--- src/rtl/key_entry_pkg.sv ---
// key_entry_pkg: shared definitions for the keypad command-entry block.
//   - key code constants (digits are 0..9, operators 10..14, '=' is 15)
//   - one-hot ALU opcode constants driven onto ALU_OP
//   - entry state encodings, also visible on entry_st
//   - small classification / decode helpers used by key_entry_fsm
package key_entry_pkg;

  localparam logic [3:0] KEY_ADD = 4'd10;
  localparam logic [3:0] KEY_SUB = 4'd11;
  localparam logic [3:0] KEY_AND = 4'd12;
  localparam logic [3:0] KEY_OR  = 4'd13;
  localparam logic [3:0] KEY_CMP = 4'd14;
  localparam logic [3:0] KEY_EQ  = 4'd15;

  localparam logic [7:0] OP_NONE = 8'h00;
  localparam logic [7:0] OP_ADD  = 8'h01;
  localparam logic [7:0] OP_SUB  = 8'h02;
  localparam logic [7:0] OP_AND  = 8'h04;
  localparam logic [7:0] OP_OR   = 8'h08;
  localparam logic [7:0] OP_CMP  = 8'h10;

  typedef enum logic [1:0] {
    S_SRC  = 2'd0,
    S_DST  = 2'd1,
    S_DONE = 2'd2
  } entry_state_e;

  function automatic logic is_digit(input logic [3:0] code);
    return (code <= 4'd9);
  endfunction

  function automatic logic is_operator(input logic [3:0] code);
    return (code >= KEY_ADD) && (code <= KEY_CMP);
  endfunction

  function automatic logic [7:0] op_onehot(input logic [3:0] code);
    logic [7:0] op;
    case (code)
      KEY_ADD: op = OP_ADD;
      KEY_SUB: op = OP_SUB;
      KEY_AND: op = OP_AND;
      KEY_OR:  op = OP_OR;
      KEY_CMP: op = OP_CMP;
      default: op = OP_NONE;
    endcase
    return op;
  endfunction

endpackage

--- src/rtl/key_holdoff_filter.sv ---
// key_holdoff_filter: suppresses auto-repeat of a held key.
//   After a key is accepted, further strobes with the same code are dropped
//   until HOLDOFF_CYCLES clocks have elapsed; a different code is accepted
//   immediately and restarts the window. Only used when KEY_HOLDOFF_EN is defined.
// Ports:
//   clk        in  system clock
//   reset      in  synchronous active-high reset (clears counter and last code)
//   key_valid  in  raw key strobe from the scanner
//   key_code   in  4-bit key code
//   acc_valid  out key strobe that survived the filter (same cycle as key_valid)
module key_holdoff_filter #(
  parameter int HOLDOFF_CYCLES = 1000
) (
  input  logic       clk,
  input  logic       reset,
  input  logic       key_valid,
  input  logic [3:0] key_code,
  output logic       acc_valid
);

  localparam int             CW      = $clog2(HOLDOFF_CYCLES + 1);
  localparam logic [CW-1:0]  CNT_MAX = CW'(HOLDOFF_CYCLES);

  logic [CW-1:0] cnt_q;
  logic [3:0]    last_q;
  logic          have_q;   // no key accepted since reset: nothing to compare against

  assign acc_valid = key_valid & (~have_q | (key_code != last_q) | (cnt_q == CNT_MAX));

  // Track the last accepted code and the clocks elapsed since it was accepted.
  always_ff @(posedge clk) begin
    if (reset) begin
      cnt_q  <= '0;
      last_q <= 4'd0;
      have_q <= 1'b0;
    end else if (acc_valid) begin
      cnt_q  <= '0;
      last_q <= key_code;
      have_q <= 1'b1;
    end else if (cnt_q != CNT_MAX) begin
      cnt_q  <= cnt_q + CW'(1);
    end else begin
      cnt_q  <= cnt_q;
    end
  end

endmodule

--- src/rtl/key_entry_fsm.sv ---
// key_entry_fsm: assembles an ALU command from keypad key codes.
//   Builds two BCD operands (SRC, DST, up to MAX_DIGITS digits each) and a
//   one-hot opcode, then raises finish on '='. All outputs are registered.
// Optional feature: define KEY_HOLDOFF_EN to enable same-key repeat
//   suppression (key_holdoff_filter, window HOLDOFF_CYCLES clocks).
// Ports:
//   clk        in   system clock
//   reset      in   synchronous active-high reset (wins over key_valid)
//   key_valid  in   one-cycle strobe, key_code holds a new key
//   key_code   in   0-9 digit, 10 '+', 11 '-', 12 AND, 13 OR, 14 CMP, 15 '='
//   SRCH/SRCL  out  SRC BCD digits [15:8] / [7:0]
//   DSTH/DSTL  out  DST BCD digits [15:8] / [7:0]
//   ALU_OP     out  one-hot opcode
//   finish     out  high while a complete command is presented
//   entry_st   out  current state (S_SRC 0, S_DST 1, S_DONE 2)
module key_entry_fsm
  import key_entry_pkg::*;
#(
  parameter int MAX_DIGITS     = 4,
  parameter int HOLDOFF_CYCLES = 1000
) (
  input  logic       clk,
  input  logic       reset,
  input  logic       key_valid,
  input  logic [3:0] key_code,
  output logic [7:0] SRCH,
  output logic [7:0] SRCL,
  output logic [7:0] DSTH,
  output logic [7:0] DSTL,
  output logic [7:0] ALU_OP,
  output logic       finish,
  output logic [1:0] entry_st
);

  localparam logic [2:0] MAX_D = 3'(MAX_DIGITS);

  logic         acc_valid;
  entry_state_e state_q;
  logic [15:0]  src_q;
  logic [15:0]  dst_q;
  logic [2:0]   src_cnt_q;
  logic [2:0]   dst_cnt_q;
  logic [7:0]   op_q;
  logic         finish_q;

`ifdef KEY_HOLDOFF_EN
  key_holdoff_filter #(
    .HOLDOFF_CYCLES(HOLDOFF_CYCLES)
  ) u_holdoff (
    .clk       (clk),
    .reset     (reset),
    .key_valid (key_valid),
    .key_code  (key_code),
    .acc_valid (acc_valid)
  );
`else
  localparam int unused_holdoff_cycles = HOLDOFF_CYCLES;
  assign acc_valid = key_valid;
`endif

  // Entry FSM: operand shifting, opcode latching and finish handshake.
  always_ff @(posedge clk) begin
    if (reset) begin
      state_q   <= S_SRC;
      src_q     <= 16'h0000;
      dst_q     <= 16'h0000;
      src_cnt_q <= 3'd0;
      dst_cnt_q <= 3'd0;
      op_q      <= OP_NONE;
      finish_q  <= 1'b0;
    end else begin
      case (state_q)
        S_SRC: begin
          if (acc_valid && is_digit(key_code)) begin
            if (src_cnt_q < MAX_D) begin
              src_q     <= {src_q[11:0], key_code};
              src_cnt_q <= src_cnt_q + 3'd1;
            end
          end else if (acc_valid && is_operator(key_code)) begin
            op_q    <= op_onehot(key_code);
            state_q <= S_DST;
          end
        end
        S_DST: begin
          if (acc_valid && is_digit(key_code)) begin
            if (dst_cnt_q < MAX_D) begin
              dst_q     <= {dst_q[11:0], key_code};
              dst_cnt_q <= dst_cnt_q + 3'd1;
            end
          end else if (acc_valid && is_operator(key_code)) begin
            // Operator chains before any DST digit: the last one wins.
            if (dst_cnt_q == 3'd0) begin
              op_q <= op_onehot(key_code);
            end
          end else if (acc_valid && (key_code == KEY_EQ)) begin
            finish_q <= 1'b1;
            state_q  <= S_DONE;
          end
        end
        S_DONE: begin
          // A digit starts the next command with that digit already in SRC.
          if (acc_valid && is_digit(key_code)) begin
            src_q     <= {12'h000, key_code};
            src_cnt_q <= 3'd1;
            dst_q     <= 16'h0000;
            dst_cnt_q <= 3'd0;
            op_q      <= OP_NONE;
            finish_q  <= 1'b0;
            state_q   <= S_SRC;
          end
        end
        default: begin
          state_q   <= S_SRC;
          src_q     <= 16'h0000;
          dst_q     <= 16'h0000;
          src_cnt_q <= 3'd0;
          dst_cnt_q <= 3'd0;
          op_q      <= OP_NONE;
          finish_q  <= 1'b0;
        end
      endcase
    end
  end

  assign SRCH     = src_q[15:8];
  assign SRCL     = src_q[7:0];
  assign DSTH     = dst_q[15:8];
  assign DSTL     = dst_q[7:0];
  assign ALU_OP   = op_q;
  assign finish   = finish_q;
  assign entry_st = state_q;

endmodule

--- config.mk ---
export PLATFORM = sky130hd
export DESIGN_NAME = key_entry_fsm
export DESIGN_NICKNAME = d
export VERILOG_FILES = /design/src/rtl/key_entry_pkg.sv /design/src/rtl/key_holdoff_filter.sv /design/src/rtl/key_entry_fsm.sv
export SDC_FILE = /design/constraint.sdc
export NUM_CORES = 1
export LEC_CHECK = 0
export ABC_AREA = 1
export BUFFER_PORTS_ARGS = -buffer_cell sky130_fd_sc_hd__buf_2
export CORE_UTILIZATION = 50
export DETAILED_ROUTE_END_ITERATION = 12
export PLACE_DENSITY_LB_ADDON = 0.08
export SYNTH_ARGS = -nofsm -noshare
export SYNTH_HDL_FRONTEND = slang
export SYNTH_SLANG_ARGS = --single-unit
--- constraint.sdc ---
create_clock -name clk -period 1.85 [get_ports clk]
set_input_delay 0.0925 -clock clk [delete_from_list [all_inputs] [get_ports clk]]
set_output_delay 0.0925 -clock clk [all_outputs]
set_load 0.01 [all_outputs]
Yosys cells after proc, flatten, opt, wreduce, memory -nomap -nowiden
Index checks and enable logic that the tools add are counted.

Divide/modulo/power cells: 0. Multiplexer cells: 36. Shift-type cells: 0. $lt $le $gt $ge: 5. Bitwise gates (word level): 2. $mul: 0. $add $sub $neg: 2. Reductions and logical operators: 11. Equality and inequality tests: 20.

Operators with widths (count): 2-to-1 mux 16 bit (6); one-hot mux 16 bit (3 select lines) (2); 2-to-1 mux 8 bit (6); one-hot mux 5 bit (5 select lines) (1); == test 4 bit (second input constant) (6); inequality test 2 bit (second input constant) (12); one-hot mux 8 bit (3 select lines) (1); 2-to-1 mux 3 bit (6); one-hot mux 3 bit (3 select lines) (2); 2-to-1 mux 2 bit (6); AND reduction 6 bit (2); less-or-equal comparator 4 bit (second input constant) (2); AND reduction 4 bit (2); adder 3 x 1 -> 3 bit (second input constant) (2); < comparator 3 bit (second input constant) (2); one-hot mux 2 bit (3 select lines) (1); AND reduction 5 bit (1); greater-or-equal comparator 4 bit (second input constant) (1); logical AND 1 bit (4); 2-to-1 mux 1 bit (4); logical NOT 3 bit (1); one-hot mux 1 bit (3 select lines) (1); == test 2 x 1 -> 1 bit (second input constant) (1); == test 2 bit (second input constant) (1); 2 further kinds (3).

Logic and storage cells: 83. Flip-flop bits (word level): 49. Input bits: 7. ROM bits: 0. Bits in latches: 0. Bits in writable memories: 0. Output and inout port bits: 43. Memories kept: 0.

Longest topological paths before layout
Gate-level depths: netlist of run 1.

Word-level depth: 6. Gate-level depth with buffers: 9. Gate-level depth less buffers: 9.

Worst setup path before layout of run 1
No wires, ideal clock.

Path kind: register -> register. Start point: reg state_q[0] (netlist: entry_st[0]). End point: reg dst_cnt_q[1]. Path buffers: 1. Required time: 1.786 ns. Setup time: 0.064 ns. Slack: 0.479 ns. Stages on the path, launching flop included: 8. Clock period less this slack: 1.371 ns. Data arrival time: 1.306 ns. Cell sequence: dfxtp_1 inv_2 nor2_1 inv_2 dlymetal6s2s_1 nor2_1 nor2_1 nor2_1.

Longest elaborated chain between the ends: 3. Elaborated cells between the ends (all ways): 9. Classes of those cells: eq/ne: 5; mux: 1; bitwise: 1; reduce/logical: 2.

Ends and longest elaborated chain: start, declared (line key_entry_fsm.sv:38) `entry_state_e state_q;`; start signal, assigned (line key_entry_fsm.sv:64) `state_q <= S_SRC;`; start signal, assigned (line key_entry_fsm.sv:81) `state_q <= S_DST;`; start signal, assigned (line key_entry_fsm.sv:97) `state_q <= S_DONE;`; == test 2 x 1 -> 1 bit (tied with other cells) (line key_entry_fsm.sv:72) `case (state_q)`; inequality test 2 bit (no source line) / NOT 1 bit (equally long branches); AND reduction 4 bit (no source line); end signal, assigned (line key_entry_fsm.sv:88) `dst_cnt_q <= dst_cnt_q + 3'd1;`; end, declared (line key_entry_fsm.sv:42) `logic [2:0] dst_cnt_q;`.

Parallel ways exist; a longest one is shown, timed or not. A chain may end at the register's enable or synchronous reset.

Final worst setup path of run 1
Start point: reg state_q[0] (netlist: entry_st[0]). End point: reg op_q[1] (netlist: ALU_OP[1]).

Longest elaborated chain between the ends: 3. Elaborated cells between the ends (all ways): 11. Classes of those cells: eq/ne: 8; mux: 1; reduce/logical: 2.

Ends and longest elaborated chain: == test 2 x 1 -> 1 bit (tied with other cells) (line key_entry_fsm.sv:72); inequality test 2 bit (no source line); AND reduction 6 bit (no source line); end signal, assigned (line key_entry_fsm.sv:80) `op_q <= op_onehot(key_code);`; end signal, assigned (line key_entry_fsm.sv:93) `op_q <= op_onehot(key_code);`; end, declared (line key_entry_fsm.sv:43) `logic [7:0] op_q;`.

Parallel ways exist; a longest one is shown, timed or not.

==> summary.md, run 1 <==
| Metric | Value |
|---|---|
| Width of the die | `66.0 microns` |
| Max Cap Violations | `0` |
| IO buf count | `46` |
| Antenna Nets Post-Route | `0` |
| Worst stage delay on the critical path | `0.45 ns` |
| Clock Pin Slew Worst Setup and Hold Paths | `0.08 ns` |
| RSZ-0062 raised after global routing | `false` |
| Final Skew | `0.00518 ns` |
| Final Max Tran Viols | `0` |
| Final worst-path cycle share | `81.2%` |
| Routed len/inst | `11.6 microns` |
| Max H-tree Level | `2` |
| Crit path kind | `flip-flop to flip-flop` |
| Clock sink total | `46` |
| R2R Setup Slk | `0.35 ns` |
| Class of the worst hold path | `primary input to flip-flop` |
| Crit path DAT | `1.70 ns` |
| Most common cell after layout, fill and taps aside | `nor2_1` |
| Initial antenna violation count | `0` |
| Fin. Hold Viols | `0` |
| Post-Synthesis Mean Instance Area | `7.13 sq um` |
| Final nets | `345` |
| TritonRoute pass-1 iters | `4` |
| Final WL | `4.47 mm` |
| Netlist cell types | `24` |
| Area grow syn2layout | `16.8%` |
| Delay-heaviest family, CP | `simple AND/OR/NAND/NOR gates` |
| Via density | `4.95` |
| Syn Std Cell Area | `2050 sq um` |
| Leak | `1.15 nW` |
| Vias in the first global route | `1675` |
| DIE HEIGHT | `66.0 microns` |
| Via Count | `1900` |
| Hold Buf Count CTS | `0` |
| Resized cells post-CTS | `0` |
| Post-synth top area share | `45.0%` |
| Largest cells by area after synthesis | `dfxtp_1 (45%), nor2_1 (12%), nand2_1 (8.3%)` |
| CTS root buffer | `clkbuf_8` |
| Final Util | `62.9%` |
| Total power | `2.08 mW` |
| Core area | `3800 sq um` |
| Most frequent cells in the layout | `nor2_1 (65), dfxtp_1 (46), buf_2 (46)` |
| Starting DRT DRC Count | `95` |
| Starting density of the core | `53.9%` |
| Worst R2R End | `ALU_OP[1]` |
| Sequential-to-total area share from yosys stat | `45.0%` |
| Slowest-stage cell, CP | `dfxtp_1` |
| Hold Startpoint | `key_code[1]` |
| Worst path depth | `9` |
| Hold path depth | `3` |
| Die area | `4350 sq um` |
| Origin of the critical flop-to-flop path | `entry_st[0]` |
| Synth warn | `0` |
| Global-route wire length before repair | `7.52 mm` |
| GRT overflow | `0` |
| Cells after Synth | `287` |
| CP max FO | `8` |
| Buf/Inv on CP | `1` |
| Fin crit period | `1.50 ns` |
| # IOs | `50` |
| PwrDens | `872 nW/um^2` |
| Clk_lat worst skew | `0.30 ns` |
| Setup TNS | `0 ns` |
| Max Freq | `0.666 GHz` |
| DPL Wire Length | `3.10 mm` |
| Critical path data required time | `2.05 ns` |
| R2R cell count | `9` |
| # rows | `22` |
| GP Congestion | `0.874` |
| Worst VDD drop | `0.000668 V` |
| Share of layout cells above drive strength 1 | `20.5%` |
| Worst hold endpoint | `src_q[1]` |
| Overall routing resource usage | `22.5%` |
| Hold WS | `0.0980 ns` |
| # DRC | `0` |
| Largest net degree at the start of global routing | `22` |
| Yosys reg bits | `46` |
| Max clock buf depth | `2` |
| TritonCTS clock tree | `built` |
| Crit end category | `flip-flop` |
| Total CTS buffers | `5` |
| Outcome | `finished clean` |
| Most used cell, CP | `nand2_1` |
| ANT cells | `0` |
| Crit-path cells | `inv_2 > nand2_1 > nand2_1 > nand2_1 > nand2_1 > nor2_1 > nand2_1 > nand2_1 > nor2_1` |
| CP Launch Type | `flip-flop` |
| Final setup fails | `0` |
| Yosys top cell by area | `dfxtp_1` |
==> worst max-delay path by stage <==
stage	slack [ns]	endpoint	startpoint
3_5_place_dp	0.22	dst_q[3]	entry_st[0]
6_report	0.35	ALU_OP[1]	entry_st[0]
2_1_floorplan	0.48	dst_cnt_q[1]	entry_st[0]
3_3_place_gp	0.23	dst_cnt_q[1]	entry_st[0]
5_1_grt	0.13	ALU_OP[1]	entry_st[0]
4_1_cts	0.20	dst_q[3]	entry_st[0]
==> metal layers <==
metal	vias to the layer above	global-route usage [%]	part of all wire (%)
met2	42	35.7	46
met5	-	0	0
met3	10	4.83	4.8
li1	995	-	-
met1	853	29.3	48
met4	0	9.57	1.7
==> synthesized netlist by cell type <==
cell,instances
nor2_1,65
dfxtp_1,46
nand2_1,45
inv_1,26
o21ai_0,24
a21oi_1,23
nand3_1,22
inv_2,6
nand4_1,5
buf_4,4
clkbuf_1,3
ha_1,3
buf_2,2
buf_6,2
nor3_1,2
bufbuf_8,1
conb_1,1
dlymetal6s2s_1,1
nand2_2,1
nand2_4,1
nand3_2,1
nor2_2,1
o21ai_4,1
xor2_1,1
==> timing repair <==
action,4_1_cts,5_1_grt
buffers inserted,0,2
endpoints found under the hold margin,0,0
setup endpoints to repair,0,2
==> cell type report <==
cell class                 count  area (sq um)
clock buffer                   7          76.3
multi-input combinational    198           907
clock inverter                 1          30.0
sequential                    46           921
tap                           48          60.1
inverter                      32           120
fill                         387          1410
timing repair buffer          52           275
==> tightest hold or removal path: stages <==
cell and delay, ns:
buf_2 0.13, nand3_1 0.08, a21oi_1 0.05
==> where the power goes <==
part	switching (mW)	internal, mW	leakage, nW
Clock	0.332	0.404	0.0524
Combinational	0.191	0.0941	0.719
Sequential	0.0294	1.03	0.373
Total	0.552	1.53	1.15
==> cells by family (layout without fill, tap and decap cells) <==
kind of cell	Yosys count	count (layout)	share of synthesized area, %
simple gates	143	143	29.2
buf+inv	45	92	11.0
compound gates	48	48	12.3
flops	46	46	45.0
other cells	1	3	0.183
xor+xnor	1	1	0.428
fa+ha+maj	3	3	1.84
==> sequential cells by signal (all words and copies together), names as in the netlist <==
register   flops
ALU_OP         5
src_q         16
entry_st       2
dst_q         16
src_cnt_q      3
finish         1
dst_cnt_q      3
==> through the flow <==
stage,setup WS [ns],cell area (sq um),std cells
2_1_floorplan,0.479,2050,289
3_3_place_gp,0.231,2270,374
3_5_place_dp,0.222,2270,374
4_1_cts,0.202,2370,382
5_1_grt,0.130,2390,384
6_report,0.348,2390,384
(Power assumes the default switching activity.)
==> run 2, diff against run 1 <==
==> constraint.sdc (replaced) <==
create_clock -name clk -period 1.52 [get_ports clk]
set_input_delay 0.076 -clock clk [delete_from_list [all_inputs] [get_ports clk]]
set_output_delay 0.076 -clock clk [all_outputs]
set_load 0.01 [all_outputs]
==> summary.md, run 2 (synthesized netlist as in run 1, its figures left out) <==
| Metric | Value |
|---|---|
| Setup ws final | `0.153 ns (-0.195 ns)` |
| GR Layer Usage met1 | `29.0% (-0.24 points)` |
| Final Skew | `0.00577 ns (+0.000590 ns)` |
| # rows | `22 (unchanged)` |
| Most used cell, CP | `inv_2` |
| IO buf count | `46 (unchanged)` |
| Most common cell after layout, fill and taps aside | `nor2_1` |
| Global-route wire length before repair | `7.40 mm (-1.7%)` |
| # IOs | `50 (unchanged)` |
| Max H-tree Level | `2 (unchanged)` |
| Final worst-path cycle share | `90.0% (+8.8 points)` |
| ANT cells | `0 (unchanged)` |
| Die area | `4350 sq um (unchanged)` |
| Net Sw Power | `700 uW (+27%)` |
| GP Congestion | `0.811 (-7.2%)` |
| Pre-CTS setup slack | `0.0296 ns (-0.192 ns)` |
| Routed len/inst | `11.3 microns (-3.1%)` |
| Max clock buf depth | `2 (unchanged)` |
| Initial antenna violation count | `0 (unchanged)` |
| Clock Pin Slew Worst Setup and Hold Paths | `0.09 ns (about the same)` |
| Via density | `4.78 (-3.4%)` |
| Slowest-stage cell, CP | `dfxtp_2` |
| Crit end category | `flip-flop` |
| Worst VDD drop | `0.000721 V (+7.9%)` |
| Clock sink total | `46 (unchanged)` |
| Hold Buf Count CTS | `0 (unchanged)` |
| CTS root buffer | `clkbuf_8` |
| Area of the multi-input gates | `920 sq um (+1.4%)` |
| Max Freq | `0.731 GHz (+9.8%)` |
| Final Max Tran Viols | `0 (unchanged)` |
| Antenna Nets Post-Route | `0 (unchanged)` |
| Crit path DAT | `1.62 ns (-0.08 ns)` |
| Area grow syn2layout | `18.8%` |
| Final WL | `4.35 mm (-2.6%)` |
| Worst stage delay on the critical path | `0.40 ns (-0.05 ns)` |
| Most Crowded Layer GR | `met2` |
| TritonCTS clock tree | `built` |
| RSZ-0062 raised after global routing | `false` |
| Leak | `1.15 nW (+0.80%)` |
| Fin. Hold Viols | `0 (unchanged)` |
| Fillers | `380 (-1.8%)` |
| Crit path kind | `flip-flop to flip-flop` |
| CP max FO | `12 (+4)` |
| Starting density of the core | `53.9% (unchanged)` |
| Starting DRT DRC Count | `164 (+73%)` |
| Vias in the first global route | `1692 (+1.0%)` |
| DIE HEIGHT | `66.0 microns (unchanged)` |
| Via Count | `1845 (-2.9%)` |
| Switching Share | `27.3% (+0.79 points)` |
| Final nets | `347 (+0.58%)` |
| # DRC | `0 (unchanged)` |
| PwrDens | `1060 nW/um^2 (+21%)` |
| Largest net degree at the start of global routing | `22 (unchanged)` |
| Clock power share | `35.9% (+0.6 points)` |
| Met3 GRT Util | `4.48% (-0.34 points)` |
| Setup TNS | `0 ns (unchanged)` |
| Reg power frac | `50.4% (-0.6 points)` |
| Total CTS buffers | `5 (unchanged)` |
| Final setup fails | `0 (unchanged)` |
| Pint | `1.87 mW (+22%)` |
| Core area | `3800 sq um (unchanged)` |
| TritonRoute pass-1 iters | `4 (unchanged)` |
| Register area | `923 sq um (+0.27%)` |
| DPL Wire Length | `2.98 mm (-3.8%)` |
| Max Cap Violations | `0 (unchanged)` |
| Critical path data required time | `1.77 ns (-0.28 ns)` |
| Total power | `2.57 mW (+23%)` |
| Fin crit period | `1.37 ns (-0.135 ns)` |
| Met2 Use GR | `34.4% (-1.3 points)` |
| Gate power share | `13.7% (about the same)` |
| Crit-path cells | `inv_2 > nand2_4 > inv_2 > o21ai_4 > buf_4 > o21ai_0 > nor2_1` |
| Width of the die | `66.0 microns (unchanged)` |
| Class of the worst hold path | `primary input to flip-flop` |
| Clk_lat worst skew | `0.31 ns (about the same)` |
| Share of layout cells above drive strength 1 | `23.1% (+2.5 points)` |
| CP Launch Type | `flip-flop` |
| GRT overflow | `0 (unchanged)` |
| Outcome | `finished clean` |
| Most frequent cells in the layout | `nor2_1 (63), buf_2 (46), dfxtp_1 (44), nand2_1 (44), inv_1 (26)` |
| Overall routing resource usage | `22.1% (-0.42 points)` |
-- run 2: changes by cell type in the layout (fill, tap and decap cells not counted) --
cell | previous run | this run
nor2_2 | 1 | 2
dfxtp_2 | 0 | 2
clkinvlp_4 | 0 | 2
clkinv_2 | 0 | 1
nand2_1 | 45 | 44
nand2_2 | 1 | 2
nor2_4 | 0 | 1
inv_4 | 0 | 1
inv_2 | 6 | 4
nor2_1 | 65 | 63
clkbuf_1 | 2 | 0
dfxtp_1 | 46 | 44
buf_4 | 6 | 8
-- run 2: power by group through the flow --
stage	Sequential, mW	Combinational (mW)	Clock (mW)
2_1_floorplan	1.34	0.227	0
4_1_cts	1.29	0.347	0.945
5_1_grt	1.30	0.407	0.987
3_3_place_gp	1.32	0.341	0
3_5_place_dp	1.32	0.344	0
6_report	1.29	0.352	0.920
-- run 2: layout make-up --
type,count,area share (%)
sequential,46,38.0
clock buffer,5,2.83
inverter,32,5.10
multi-input combinational,198,37.8
clock inverter,3,1.85
timing repair buffer,54,11.9
tap,48,2.47
-- run 2: path summary, 6_finish.rpt --
check	startpoint	endpoint	slack, ns	depth (start not counted)
min reg2reg	src_q[12]	src_q[12]	0.47	2
max reg2reg	entry_st[0]	dst_q[5]	0.15	7
min	key_code[1]	src_q[1]	0.09	3
max	entry_st[0]	dst_q[5]	0.15	7
-- run 2: repair_timing --
| item | in CTS | in global routing |
|---|---|---|
| setup endpoints to repair | 1 | 41 |
| buffers inserted | 0 | 2 |
| pin swaps | 0 | 1 |
| gates resized for setup | 2 | 7 |
-- run 2: metal layers --
| metal | routed length [microns] | vias up |
|---|---|---|
| met2 | 1850 | 38 |
| li1 | - | 1004 |
| met4 | 76 | 0 |
| met5 | 0 | - |
| met3 | 171 | 7 |
| met1 | 2250 | 796 |
-- run 2: stage by stage --
stage | area [sq um] | hold WS, ns | instances | util, %
2_1_floorplan | 2050 | 0.145 | 289 | -
3_5_place_dp | 2280 | 0.406 | 376 | 60.1
6_report | 2430 | 0.0887 | 386 | 64.0
3_3_place_gp | 2280 | 0.407 | 376 | 60.1
5_1_grt | 2430 | 0.110 | 386 | 64.0
4_1_cts | 2400 | 0.0819 | 384 | 63.2
-- run 2: worst max-delay path: cells and delay by family, from the launching register on --
| family | cells | cell delay (ns) |
|---|---|---|
| buf+inv | 3 | 0.38 |
| simple gates | 2 | 0.20 |
| flops | 1 | 0.40 |
| compound gates | 2 | 0.32 |
==> run 3, diff against run 2 <==
--- a/config.mk
+++ b/config.mk
@@ -10,6 +10,7 @@
 export CORE_UTILIZATION = 50
 export DETAILED_ROUTE_END_ITERATION = 12
 export PLACE_DENSITY_LB_ADDON = 0.08
+export REMOVE_ABC_BUFFERS = 1
 export SYNTH_ARGS = -nofsm -noshare
 export SYNTH_HDL_FRONTEND = slang
 export SYNTH_SLANG_ARGS = --single-unit
==> summary.md, run 3 (synthesized netlist as in run 1, its figures left out) <==
| Metric | Value |
|---|---|
| Class of the worst hold path | `primary input to flip-flop` |
| Final setup fails | `0 (unchanged)` |
| Clock Pin Slew Worst Setup and Hold Paths | `0.09 ns (about the same)` |
| Crit path DAT | `1.59 ns (-0.03 ns)` |
| Crit path kind | `flip-flop to flip-flop` |
| GRT overflow | `0 (unchanged)` |
| Final Skew | `0.00740 ns (+0.00163 ns)` |
| Outcome | `finished clean` |
| Starting density of the core | `53.9% (unchanged)` |
| CP Launch Type | `flip-flop` |
| TritonCTS clock tree | `built` |
| Overall routing resource usage | `21.2% (-0.82 points)` |
| Vias in the first global route | `1640 (-3.1%)` |
| Setup TNS | `0 ns (unchanged)` |
| Fin. Hold Viols | `0 (unchanged)` |
| Total CTS buffers | `5 (unchanged)` |
| Starting DRT DRC Count | `81 (-51%)` |
| CTS root buffer | `clkbuf_8` |
| Area grow syn2layout | `16.4%` |
| Initial antenna violation count | `0 (unchanged)` |
| Final Util | `62.7% (-1.3 points)` |
| TritonRoute pass-1 iters | `4 (unchanged)` |
| Delay-heaviest family, CP | `buffers and inverters` |
| Critical path data required time | `1.72 ns (-0.05 ns)` |
| Width of the die | `66.0 microns (unchanged)` |
| # IOs | `50 (unchanged)` |
| Switching Share | `28.0% (+0.70 points)` |
| Final nets | `344 (-0.86%)` |
| Buf/Inv on CP | `2 (-1)` |
| ANT cells | `0 (unchanged)` |
| DPL Wire Length | `2.96 mm (-0.73%)` |
| Clock power share | `31.9% (-4.0 points)` |
| Slowest-stage cell, CP | `dfxtp_2` |
| Core area | `3800 sq um (unchanged)` |
| IO buf count | `46 (unchanged)` |
| Via Count | `1881 (+2.0%)` |
| Worst stage delay on the critical path | `0.37 ns (-0.03 ns)` |
| Crit end category | `flip-flop` |
| Post-CTS Setup Inserts | `0 (unchanged)` |
| Via density | `4.91 (+2.7%)` |
| Pint | `1.74 mW (-6.7%)` |
| Leak | `1.14 nW (-1.6%)` |
| Worst VDD drop | `0.000663 V (-8.1%)` |
| Gate power share | `14.6% (+0.9 points)` |
| Fin crit period | `1.39 ns (+0.0240 ns)` |
| Reg power frac | `53.5% (+3.1 points)` |
| Die area | `4350 sq um (unchanged)` |
| Final WL | `4.34 mm (-0.30%)` |
| Clock sink total | `46 (unchanged)` |
| Most frequent cells in the layout | `nor2_1 (63), buf_2 (46), nand2_1 (45)` |
| Max clock buf depth | `2 (unchanged)` |
| Max H-tree Level | `2 (unchanged)` |
| Largest net degree at the start of global routing | `22 (unchanged)` |
| Final Max Tran Viols | `0 (unchanged)` |
| Clk_lat worst skew | `0.30 ns (about the same)` |
| Most used cell, CP | `nor2_1` |
| CP max FO | `19 (+7)` |
| Final worst-path cycle share | `91.5% (+1.6 points)` |
| Crit-path cells | `inv_2 > o21ai_0 > nand2_2 > clkinv_2 > nor2_1 > nor2_1` |
| DIE HEIGHT | `66.0 microns (unchanged)` |
| Max Cap Violations | `0 (unchanged)` |
| # rows | `22 (unchanged)` |
| Max Freq | `0.719 GHz (-1.7%)` |
| Share of layout cells above drive strength 1 | `21.8% (-1.3 points)` |
| RSZ-0062 raised after global routing | `false` |
| Antenna Nets Post-Route | `0 (unchanged)` |
| GP Congestion | `0.803 (-0.93%)` |
| PwrDens | `1020 nW/um^2 (-3.8%)` |
| Hold WS | `0.0955 ns (+0.00679 ns)` |
| Most common cell after layout, fill and taps aside | `nor2_1` |
| Net Sw Power | `676 uW (-3.4%)` |
| Routed len/inst | `11.3 microns (+0.48%)` |
| # DRC | `0 (unchanged)` |
| Global-route wire length before repair | `7.09 mm (-4.2%)` |
[run 3: cell types whose count changed in the layout (fill, tap and decap cells not counted), sizes merged]
cell	previous run	this run
bufinv	1	0
clkinv	1	2
clkbuf	5	7
buf	54	51
clkinvlp	2	0
[run 3: per-layer routing]
metal | up-vias | routed length [microns] | track usage, % | share of wire [%]
met5 | - | 0 | 0 | 0
met4 | 0 | 77 | 9.84 | 1.8
met3 | 8 | 179 | 4.14 | 4.1
met2 | 43 | 1800 | 31.4 | 42
met1 | 835 | 2280 | 29.6 | 52
li1 | 995 | - | - | -
[run 3: final timing paths]
path                from            to  slack (ns)  cells after the start
min reg2reg    src_q[14]     src_q[14]        0.46                      2
min          key_code[0]      src_q[0]         0.1                      3
max reg2reg  entry_st[1]  src_cnt_q[0]        0.13                      6
max          entry_st[1]  src_cnt_q[0]        0.13                      6
[run 3: area by class of cell]
cell class | instances | area (sq um)
Timing Repair Buffer | 51 | 268
Fill cell | 373 | 1420
Clock inverter | 1 | 5.00
Tap cell | 48 | 60.1
Sequential cell | 46 | 923
Clock buffer | 7 | 86.3
Inverter | 32 | 121
Multi-Input combinational cell | 198 | 917
[run 3: metrics by stage]
step	cells	total power, mW	setup slack [ns]	instance area [sq um]
finish	383	2.42	0.129	2380
global route	383	2.52	0.0255	2380
CTS	383	2.42	0.0176	2370
detailed placement	375	1.66	0.0521	2280
global placement	375	1.66	0.0360	2280
floorplan	276	1.53	0.0502	1950
[run 3: power by group through the flow]
stage | registers (mW) | logic, mW | clock network (mW)
2_1_floorplan | 1.34 | 0.193 | 0
5_1_grt | 1.30 | 0.398 | 0.826
3_5_place_dp | 1.32 | 0.344 | 0
3_3_place_gp | 1.32 | 0.341 | 0
4_1_cts | 1.29 | 0.347 | 0.779
6_report | 1.29 | 0.353 | 0.771
[run 3: tightest hold or removal path, cell delays in order]
cell     delay, ns
buf_2         0.14
nand3_1       0.08
a21oi_1       0.06
[run 3: what timing repair did]
| item | CTS | global route |
|---|---|---|
| setup endpoints to repair | 0 | 34 |
| endpoints found under the hold margin | 0 | 0 |
| hold buffers | 0 | 0 |
| gates resized for setup | 0 | 6 |
